--- src/rtl/idecode_pkg.sv ---
// Shared decode definitions: instruction field positions, ID/EX control bundle
// and the control derivation helpers used by idecode_hz.
package idecode_pkg;

    localparam int WMEM_B    = 31;
    localparam int WREG_B    = 30;
    localparam int RS1_LSB   = 27;
    localparam int RS2_LSB   = 24;
    localparam int RD_LSB    = 21;
    localparam int ALU_LSB   = 17;
    localparam int ALUSRC_B  = 16;
    localparam int BRANCH_B  = 15;
    localparam int BRTYPE_B  = 14;
    localparam int SHIFT_LSB = 6;

    typedef struct packed {
        logic       wreg_en;
        logic       wmem_en;
        logic       mem_read;
        logic       mem_to_reg;
        logic       alusrc;
        logic       branch;
        logic       brtype;
        logic [2:0] rd;
        logic [4:0] shift;
        logic [3:0] alu_ctrl;
    } idex_ctrl_t;

    function automatic logic mem_read_of(input logic wmem_en, input logic wreg_en);
        return ~wmem_en & wreg_en;
    endfunction

    function automatic logic rs2_used(input logic [31:0] inst);
        return ~inst[ALUSRC_B] | inst[WMEM_B] | inst[BRANCH_B];
    endfunction

    function automatic idex_ctrl_t decode_ctrl(input logic [31:0] inst);
        idex_ctrl_t c;
        c.wmem_en    = inst[WMEM_B];
        c.wreg_en    = inst[WREG_B];
        c.mem_read   = mem_read_of(inst[WMEM_B], inst[WREG_B]);
        c.mem_to_reg = c.mem_read;
        c.alusrc     = inst[ALUSRC_B];
        c.branch     = inst[BRANCH_B];
        c.brtype     = inst[BRTYPE_B];
        c.rd         = inst[RD_LSB +: 3];
        c.shift      = inst[SHIFT_LSB +: 5];
        c.alu_ctrl   = inst[ALU_LSB +: 4];
        return c;
    endfunction

    // A bubble must not write anything, touch memory or redirect fetch.
    function automatic idex_ctrl_t kill_ctrl(input idex_ctrl_t c);
        idex_ctrl_t k;
        k            = c;
        k.wreg_en    = 1'b0;
        k.wmem_en    = 1'b0;
        k.mem_read   = 1'b0;
        k.mem_to_reg = 1'b0;
        k.branch     = 1'b0;
        return k;
    endfunction

endpackage

--- src/rtl/idecode_regfile.sv ---
// 8-entry register file, two combinational read ports, one write port.
// Optional write-back bypass on the read ports under IDECODE_WB_BYPASS_EN.
module idecode_regfile #(
    parameter int DATA_W  = 32,
    parameter bit R0_ZERO = 1'b1
) (
    input  logic              clk,
    input  logic              rst,
    input  logic [2:0]        waddr,
    input  logic [DATA_W-1:0] wdata,
    input  logic              wena,
    input  logic [2:0]        raddr1,
    input  logic [2:0]        raddr2,
    output logic [DATA_W-1:0] rdata1,
    output logic [DATA_W-1:0] rdata2
);

    logic [7:0][DATA_W-1:0] regs;
    logic                   we;

    assign we = wena & ~(R0_ZERO && waddr == 3'd0);

    always_ff @(posedge clk) begin
        if (!rst) begin
            regs <= '0;
        end else if (we) begin
            regs[waddr] <= wdata;
        end
    end

    always_comb begin
        rdata1 = regs[raddr1];
        rdata2 = regs[raddr2];
`ifdef IDECODE_WB_BYPASS_EN
        if (we && waddr == raddr1) rdata1 = wdata;
        if (we && waddr == raddr2) rdata2 = wdata;
`endif
        if (R0_ZERO && raddr1 == 3'd0) rdata1 = '0;
        if (R0_ZERO && raddr2 == 3'd0) rdata2 = '0;
    end

endmodule

--- src/rtl/idecode_hz.sv ---
// Decode stage: field decode, regfile read, registered ID/EX bundle, load-use
// bubble insertion and flush. Build option: IDECODE_WB_BYPASS_EN (regfile bypass).
module idecode_hz
    import idecode_pkg::*;
#(
    parameter int DATA_W   = 32,
    parameter bit R0_ZERO  = 1'b1,
    parameter int HZ_CNT_W = 16
) (
    input  logic                clk,
    input  logic                rst,
    input  logic                if_valid,
    input  logic [31:0]         if_inst,
    output logic                stall_out,
    input  logic                flush_in,
    input  logic                ex_ready,
    input  logic [2:0]          wb_waddr,
    input  logic [DATA_W-1:0]   wb_wdata,
    input  logic                wb_wena,
    output logic                ex_valid,
    output logic [DATA_W-1:0]   ex_r1data,
    output logic [DATA_W-1:0]   ex_r2data,
    output logic [2:0]          ex_rd,
    output logic                ex_wreg_en,
    output logic                ex_wmem_en,
    output logic                ex_mem_read,
    output logic                ex_mem_to_reg,
    output logic                ex_alusrc,
    output logic                ex_branch,
    output logic                ex_brtype,
    output logic [DATA_W-1:0]   ex_imm,
    output logic [4:0]          ex_shift,
    output logic [3:0]          ex_alu_ctrl,
    output logic [HZ_CNT_W-1:0] hz_count
);

    logic [2:0]        rs1, rs2;
    logic [DATA_W-1:0] r1, r2, imm;
    logic signed [11:0] imm12;
    idex_ctrl_t        dec, ex_ctrl;
    logic              rs1_hit, rs2_hit, hazard, issue;

    assign rs1   = if_inst[RS1_LSB +: 3];
    assign rs2   = if_inst[RS2_LSB +: 3];
    assign dec   = decode_ctrl(if_inst);
    assign imm12 = if_inst[11:0];
    assign imm   = DATA_W'(imm12);

    idecode_regfile #(.DATA_W(DATA_W), .R0_ZERO(R0_ZERO)) u_rf (
        .clk    (clk),
        .rst    (rst),
        .waddr  (wb_waddr),
        .wdata  (wb_wdata),
        .wena   (wb_wena),
        .raddr1 (rs1),
        .raddr2 (rs2),
        .rdata1 (r1),
        .rdata2 (r2)
    );

    // A pending load into r0 never produces a value worth waiting for.
    assign rs1_hit = (ex_ctrl.rd == rs1) && !(R0_ZERO && rs1 == 3'd0);
    assign rs2_hit = rs2_used(if_inst) && (ex_ctrl.rd == rs2) && !(R0_ZERO && rs2 == 3'd0);
    assign hazard  = if_valid & ex_valid & ex_ctrl.mem_read & ex_ctrl.wreg_en & (rs1_hit | rs2_hit);
    assign issue   = if_valid & ~flush_in & ~hazard;

    assign stall_out = rst & (~ex_ready | (~flush_in & hazard));

    always_ff @(posedge clk) begin
        if (!rst) begin
            ex_valid  <= 1'b0;
            ex_ctrl   <= '0;
            ex_r1data <= '0;
            ex_r2data <= '0;
            ex_imm    <= '0;
            hz_count  <= '0;
        end else if (ex_ready) begin
            ex_valid  <= issue;
            ex_ctrl   <= issue ? dec : kill_ctrl(dec);
            ex_r1data <= r1;
            ex_r2data <= r2;
            ex_imm    <= imm;
            if (~flush_in & hazard & ~&hz_count)
                hz_count <= hz_count + {{(HZ_CNT_W-1){1'b0}}, 1'b1};
        end
    end

    assign ex_rd         = ex_ctrl.rd;
    assign ex_wreg_en    = ex_ctrl.wreg_en;
    assign ex_wmem_en    = ex_ctrl.wmem_en;
    assign ex_mem_read   = ex_ctrl.mem_read;
    assign ex_mem_to_reg = ex_ctrl.mem_to_reg;
    assign ex_alusrc     = ex_ctrl.alusrc;
    assign ex_branch     = ex_ctrl.branch;
    assign ex_brtype     = ex_ctrl.brtype;
    assign ex_shift      = ex_ctrl.shift;
    assign ex_alu_ctrl   = ex_ctrl.alu_ctrl;

endmodule

--- config.mk ---
export PLATFORM = sky130hd
export DESIGN_NAME = idecode_hz
export DESIGN_NICKNAME = d
export VERILOG_FILES = /design/src/rtl/idecode_pkg.sv /design/src/rtl/idecode_regfile.sv /design/src/rtl/idecode_hz.sv
export SDC_FILE = /design/constraint.sdc
export NUM_CORES = 1
export LEC_CHECK = 0
export CELL_PAD_IN_SITES_DETAIL_PLACEMENT = 0
export CELL_PAD_IN_SITES_GLOBAL_PLACEMENT = 2
export CORE_MARGIN = 4
export CORE_UTILIZATION = 35
export CTS_CLUSTER_DIAMETER = 120
export DETAILED_ROUTE_END_ITERATION = 16
export PLACE_DENSITY = 0.81
export SLEW_MARGIN = 20
export SYNTH_ARGS = -nofsm -noshare
export SYNTH_HDL_FRONTEND = slang
export SYNTH_HIERARCHICAL = 1
export SYNTH_SLANG_ARGS = --single-unit
--- constraint.sdc ---
create_clock -name clk -period 3.27 [get_ports clk]
set_input_delay 0.8175 -clock clk [delete_from_list [all_inputs] [get_ports clk]]
set_output_delay 0.8175 -clock clk [all_outputs]
set_load 0.02 [all_outputs]
==> Yosys cells after proc, flatten, opt, wreduce, memory -nomap -nowiden <==
Cells that the tools add are included.
{ "classes": {"addsub": 1, "order_cmp": 4, "n_eq_ne": 2, "muxes": 10, "bitwise": 21, "reduce_logical": 12} }
{ "op_table": {"columns": ["cell", "count"], "rows": [
  ["bitwise mux 256 bit", 1],
  ["binary-select mux 32 bit (select 3 bit)", 2],
  ["2-to-1 mux 32 bit", 5],
  ["demux 32 bit (select 3 bit)", 1],
  ["2-to-1 mux 19 bit", 1],
  ["adder 16 x 1 -> 16 bit (second input constant)", 1],
  ["AND reduction 16 bit", 1],
  ["less-than comparator 3 x 4 -> 1 bit (second input constant)", 3],
  ["bitwise AND 1 bit", 11],
  ["zero test 3 bit", 3],
  ["equality test 3 bit", 2],
  ["inverter 1 bit", 6],
  ["logical AND 1 bit", 4],
  ["bitwise OR 1 bit", 4],
  [">= comparator 3 x 1 -> 1 bit (second input constant)", 1],
  ["zero test 1 bit", 3],
  ["AND reduction 2 bit", 1]
]} }
{ "totals": {"register_bits": 368, "in_bits": 73, "word_cells": 73} }

==> Logic depth before layout (Yosys ltp) <==
Gate-level depths: netlist of run 1.
{ "logic_depth": {"ltp_word": 10, "ltp_mapped": 7, "mapped_depth_nobuf": 6} }

==> Hierarchy <==
The synthesis of run 1 kept the hierarchy.
{ "by_module_without_submodules": {"columns": ["module", "n_inst", "cells_each", "area_per_inst_um2", "seq_area_each_um2"], "rows": [
  ["idecode_regfile", 1, 1377, 12348.1, 4484.3],
  ["idecode_hz", 1, 434, 4269.1, 2122.0]
]} }

==> Worst setup path after synthesis of run 1 <==
OpenSTA, ideal clock, no wires.
{ "synth_timing": {"kind": "input to output", "from": "in if_inst[24]", "to": "out stall_out", "arrival_ns": 2.265, "required_time_ns": 2.453, "setup_slack_ns": 0.188, "stages": 6, "cell_sequence": "xor2_1 -> a211oi_1 -> a22oi_1 -> buf_2 -> or4_1 -> a21oi_1"} }
{ "synth_between": {"elab_chain_cells": 8} }
{ "synth_lines": {"columns": ["item", "line", "source"], "rows": [
  ["start, declared", "idecode_hz.sv:13", "input logic [31:0] if_inst,"],
  ["equality test 3 bit or zero test 3 bit (tied branches)", "idecode_hz.sv:63", "assign rs2_hit = rs2_used(if_inst) && (ex_ctrl.rd == rs2) && !(R0_ZERO && rs2 == 3'd0);"],
  ["logical AND 1 bit or zero test 1 bit (tied branches)", "idecode_hz.sv:63", null],
  ["logical AND 1 bit (*)", "idecode_hz.sv:63", null],
  ["bitwise OR 1 bit (*)", "idecode_hz.sv:64", "assign hazard = if_valid & ex_valid & ex_ctrl.mem_read & ex_ctrl.wreg_en & (rs1_hit | rs2_hit);"],
  ["bitwise AND 1 bit (*)", "idecode_hz.sv:64", null],
  ["bitwise AND 1 bit (*)", "idecode_hz.sv:67", "assign stall_out = rst & (~ex_ready | (~flush_in & hazard));"],
  ["bitwise OR 1 bit (*)", "idecode_hz.sv:67", null],
  ["bitwise AND 1 bit (*)", "idecode_hz.sv:67", null],
  ["end, declared", "idecode_hz.sv:14", "output logic stall_out,"]
]} }
Mark *: on every way between the ends. The rest lies on a longest branch, timed or not.

==> Worst setup path after layout of run 1 <==
{ "layout_timing": {"from": "in if_inst[16]", "to": "out stall_out"} }
{ "layout_between": {"elab_chain_cells": 10} }
{ "layout_lines": {"columns": ["item", "line", "source"], "rows": [
  ["inverter 1 bit", "idecode_pkg.sv:34", "return ~inst[ALUSRC_B] | inst[WMEM_B] | inst[BRANCH_B];"],
  ["bitwise OR 1 bit (2 in series)", "idecode_pkg.sv:34", null],
  ["logical AND 1 bit (2 in series)", "idecode_hz.sv:63", null],
  ["bitwise OR 1 bit", "idecode_hz.sv:64", null],
  ["bitwise AND 1 bit", "idecode_hz.sv:64", null],
  ["bitwise AND 1 bit", "idecode_hz.sv:67", null],
  ["bitwise OR 1 bit", "idecode_hz.sv:67", null],
  ["bitwise AND 1 bit", "idecode_hz.sv:67", null]
]} }
No other way between the ends.

==> results.md, run 1 <==
Outcome:
- The run finished with clean final reports.

Routing:
- The iteration count of the initial detailed-routing pass is 5.
- The detail route stage leaves a number of antenna-violating nets equal to 0.
- Using the TritonRoute via totals, the vias-per-cell ratio works out to 5.36.
- The detailed router put a total of 23900 microns of wire on met1.
- The routed layout has between 10000 and 15000 vias.
- The routed design uses about 26000 microns of met2 wire.
- The routed design has between 50000 and 60000 microns of wire.
- The number of remaining DRC errors is 0.
- In this run, the number of DRC markers left after iteration 0 of detailed routing was approximately 970.
- After detailed routing, the average wire length per cell comes to 21.0 microns.
- After detailed routing, no signal wire sits above met5.
- In the detailed route, the total length drawn on met3 is about 2400 microns.

Global routing:
- The wire length of the first global-routing pass is 82600 microns.
- The initial antenna violation count is 2.
- The total global routing track utilization is between 20 and 25%.
- The remaining global-route overflow is 0.
- Entering global routing, the biggest net connects 231 pins.
- The number of global-route vias before repair is about 14000.

Timing:
- Setup repair after global routing left no endpoint under its margin.
- The number of hold violations in the final report is 0.
- For the pin with the worst max-slew slack, the measured transition is 964 ps.
- In this run the tightest slew margin relative to its limit is between 30% and 40%.
- The final setup violation count is 0.
- The post-route fraction of the period consumed by the critical path is between 90% and 100%.
- The clock period could shrink to approximately 3200 ps.
- The maximum clock rate is approximately 310 MHz.
- The total negative setup slack is 0 ps.
- Clock skew on the completed layout was measured at 16.3 ps.
- After layout, the worst setup slack is around 79 ps.
- The final count of pins violating max slew is 0.

Die:
- The number of rows created at floorplan is 79.
- The die extent in y is ~230 microns.
- The area of the core is around 47000 sq um.
- In this run the count of I/O pins placed on the die edge is 206.
- The die covers ~50000 sq um.
- Once the floorplan was initialized, standard cells occupied a little over a third of the core.
- The die width is ~230 microns.

CTS:
- The number of buffers created by CTS is 40.
- At the later pin of the worst-skew pair, clock insertion delay measures 550 ps.
- The clock sink count is 330.
- Clock-pin slew was measured on the worst setup and hold paths at 50 ps.
- The cell at the root of the clock tree is sky130_fd_sc_hd__clkbuf_16.
- The deepest clock path buffer count is 3.
- In this run the number of H-tree levels came out at 2.
- The clock tree from TritonCTS is yes.
- In this run the post-CTS setup repair buffer count came out at 0.

Placed design:
- The total placed instance area is about 19000 sq um.
- The post-DP HPWL is 32100 microns.
- The last weighted congestion value of the routability-driven placer is roughly 0.75.
- The number of buffer cells added on primary ports is approximately 200.
- Before CTS, the worst setup slack after placement is -828 ps.

Synth:
- The flop and latch count out of synthesis is 330.
- The leading cell type by number of instances after synthesis is sky130_fd_sc_hd__nand2_1.
- The synthesized design contains 0 enable-type register cells.
- After synthesis, the cell types taking the most area are sky130_fd_sc_hd__dfxtp_1 40%, sky130_fd_sc_hd__mux2i_1 13%, sky130_fd_sc_hd__nand2_1 9.7%.
- The netlist area before placement is 16600 sq um.
- The netlist uses 52 different library cells.
- In this run the biggest area consumer among cell types represents approximately two fifths of the synthesized area.
- The number of warnings reported in the yosys synthesis log is 6.
- The net count after synthesis is 1885.
- Counting instances in the post-synthesis netlist gives the leading cell types as 431 x sky130_fd_sc_hd__nand2_1, 330 x sky130_fd_sc_hd__dfxtp_1, 216 x sky130_fd_sc_hd__mux2i_1.
- In this run the mean area of a mapped cell was slightly above 9 sq um.
- The proportion of register bits with asynchronous set or reset after synthesis is 0%.
- Of the synthesized area, sequential elements account for around two fifths.
- The flip-flop cell with the highest count after synthesis is sky130_fd_sc_hd__dfxtp_1.
- The synthesized instance count is 1811.
- The largest area contributor in the netlist is sky130_fd_sc_hd__dfxtp_1.

Critical path:
- The terminus of the critical flop-to-flop path is hz_count[12].
- The worst register-to-register path begins at hz_count[0].
- Of all nets on the critical path, the largest fanout is 2.
- The critical path arrival is roughly 2400 ps.
- The type of element capturing the critical path is an output port.
- The worst register-to-register path has a setup slack of around 1300 ps.
- The critical path starts at if_inst[16].
- The launching element type of the critical path is an input port.
- The number of cell instances on the worst register-to-register path is 6.
- For the worst setup path, the data required time is about 2500 ps.
- The category of the most critical setup path is input port to output port.

Power and ir drop:
- The static leakage power is between 0.007 and 0.008 uW.
- The worst-case IR drop observed on VDD is just under 0.3 mV.
- Dividing total power by cell area gives a power density of roughly 480 nW/um^2.
- The overall power of the completed layout is 9650 uW.

Final layout:
- With fillers left out, the area of the finished cells amounts to 20000 sq um.
- Registers take 6610 sq um.
- Relative to the synthesized area, the layout overhead comes to 20.5%.
- In the final layout, the share of cells above drive strength 1 is 13.0%.
- The area of the multi-input gates is approximately 9000 sq um.
- The final net count is between 2000 and 2500.
- Fill cells in the final layout number roughly 4600.

Worst hold path:
- The end of the worst hold path is u_rf/regs[70].
- The cell count of the worst hold path is 2.
- In this run the most critical hold path is launched from u_rf/regs[70].
- The worst hold path class is flop to flop.

Job:
- Across the run, the number of max-cap violations was 0.
## layout make-up
type                    count  share of cell area, %
flip-flops and latches    330                   33.0
well taps                 607                   3.79
repair buffers            265                   13.0
inverters                   4                 0.0875
clock inverters             7                  0.194
multi-input cells        1286                   44.0
diodes                      1                 0.0125
clock buffers              61                   5.95
## layer usage
metal	GRT usage, %	vias up
met5	0	-
met4	5.67	2
met3	3.30	93
met2	35.5	344
met1	26.9	6687
li1	-	6597
## flip-flops by register name, indices dropped and copies added, names as in the netlist
| signal | flops |
|---|---|
| ex_mem_read | 1 |
| ex_brtype | 1 |
| ex_wmem_en | 1 |
| ex_imm | 12 |
| u_rf/regs | 224 |
| hz_count | 16 |
| ex_r2data | 32 |
| ex_branch | 1 |
| ex_wreg_en | 1 |
| ex_alu_ctrl | 4 |
| ex_rd | 3 |
| ex_valid | 1 |
| ex_r1data | 32 |
| ex_alusrc | 1 |
## how the worst max path moves through the flow
stage / to / slack (ps)
floorplan: stall_out / 190
global placement: stall_out / -800
detailed placement: stall_out / -830
CTS: stall_out / 7
global route: stall_out / 20
finish: stall_out / 80
## cell usage in the layout, fill, tap and decap left out, drive strengths merged, types with 3 or more instances in the layout
| cell type | n |
|---|---|
| xor2 | 4 |
| a21oi | 14 |
| and4bb | 3 |
| nand4bb | 3 |
| and4b | 3 |
| dfxtp | 330 |
| o21ai | 9 |
| clkdlybuf4s50 | 191 |
| or3 | 5 |
| a221oi | 128 |
| and4 | 3 |
| clkinv | 6 |
| o31ai | 8 |
| buf | 71 |
| mux2i | 216 |
| mux2 | 64 |
| or4 | 9 |
| inv | 5 |
| a22o | 3 |
| nand2 | 461 |
| nand4b | 3 |
| nand3 | 5 |
| nor2 | 92 |
| nand4 | 7 |
| dlygate4sd2 | 3 |
| a21boi | 224 |
| clkbuf | 61 |
## metrics by stage
step	cells	utilization (%)	hold WS, ps
3_3_place_gp	2492	40.2	448
3_5_place_dp	2492	40.2	457
4_1_cts	2560	42.8	464
6_report	2561	42.8	463
2_1_floorplan	1811	-	440
5_1_grt	2561	42.8	480
## logic make-up (layout without fill, tap and decap cells)
group / Yosys count / in the layout / share of synthesized area [%]
mux: 280 / 280 / 17.3
simple gates: 610 / 610 / 15.7
xor+xnor: 4 / 4 / 0.211
compound gates: 391 / 391 / 19.3
flops: 330 / 330 / 39.8
other cells: 0 / 1 / 0
fa+ha+maj: 1 / 1 / 0.0753
buf+inv: 195 / 337 / 7.59
## power by group
part	switching [uW]	leakage, uW	internal (uW)
logic	694	0.00412	530
registers	81.3	0.00268	4140
clock network	1710	0.000611	2500
total	2490	0.00741	7170
## timing repair
action / CTS / global route
hold buffers: 0 / 0
hold endpoints to repair: 0 / 0
setup endpoints to repair: 1 / 1
pin swaps: 4 / 1
gates resized for setup: 11 / 4
## critical path: stages
cell and delay (ps):
sky130_fd_sc_hd__dlygate4sd2_1 260, sky130_fd_sc_hd__a211oi_2 270, sky130_fd_sc_hd__a22oi_2 100, sky130_fd_sc_hd__or4_1 550, sky130_fd_sc_hd__a21oi_2 200, sky130_fd_sc_hd__buf_4 170
No activity file was read; power rests on OpenSTA's default activity.
==> run 2: changes to the inputs <==
--- a/config.mk
+++ b/config.mk
@@ -5,6 +5,7 @@
 export SDC_FILE = /design/constraint.sdc
 export NUM_CORES = 1
 export LEC_CHECK = 0
+export CAP_MARGIN = 15
 export CELL_PAD_IN_SITES_DETAIL_PLACEMENT = 0
 export CELL_PAD_IN_SITES_GLOBAL_PLACEMENT = 2
 export CORE_MARGIN = 4
==> results of run 2 <==
No change in the layout: final DEF, timing and power equal those of run 1.
==> run 3: changes to the inputs <==
--- a/config.mk
+++ b/config.mk
@@ -18,3 +18,4 @@
 export SYNTH_HDL_FRONTEND = slang
 export SYNTH_HIERARCHICAL = 1
 export SYNTH_SLANG_ARGS = --single-unit
+export TNS_END_PERCENT = 30
==> results of run 3 <==
No change in the layout: final DEF, timing and power equal those of run 1.
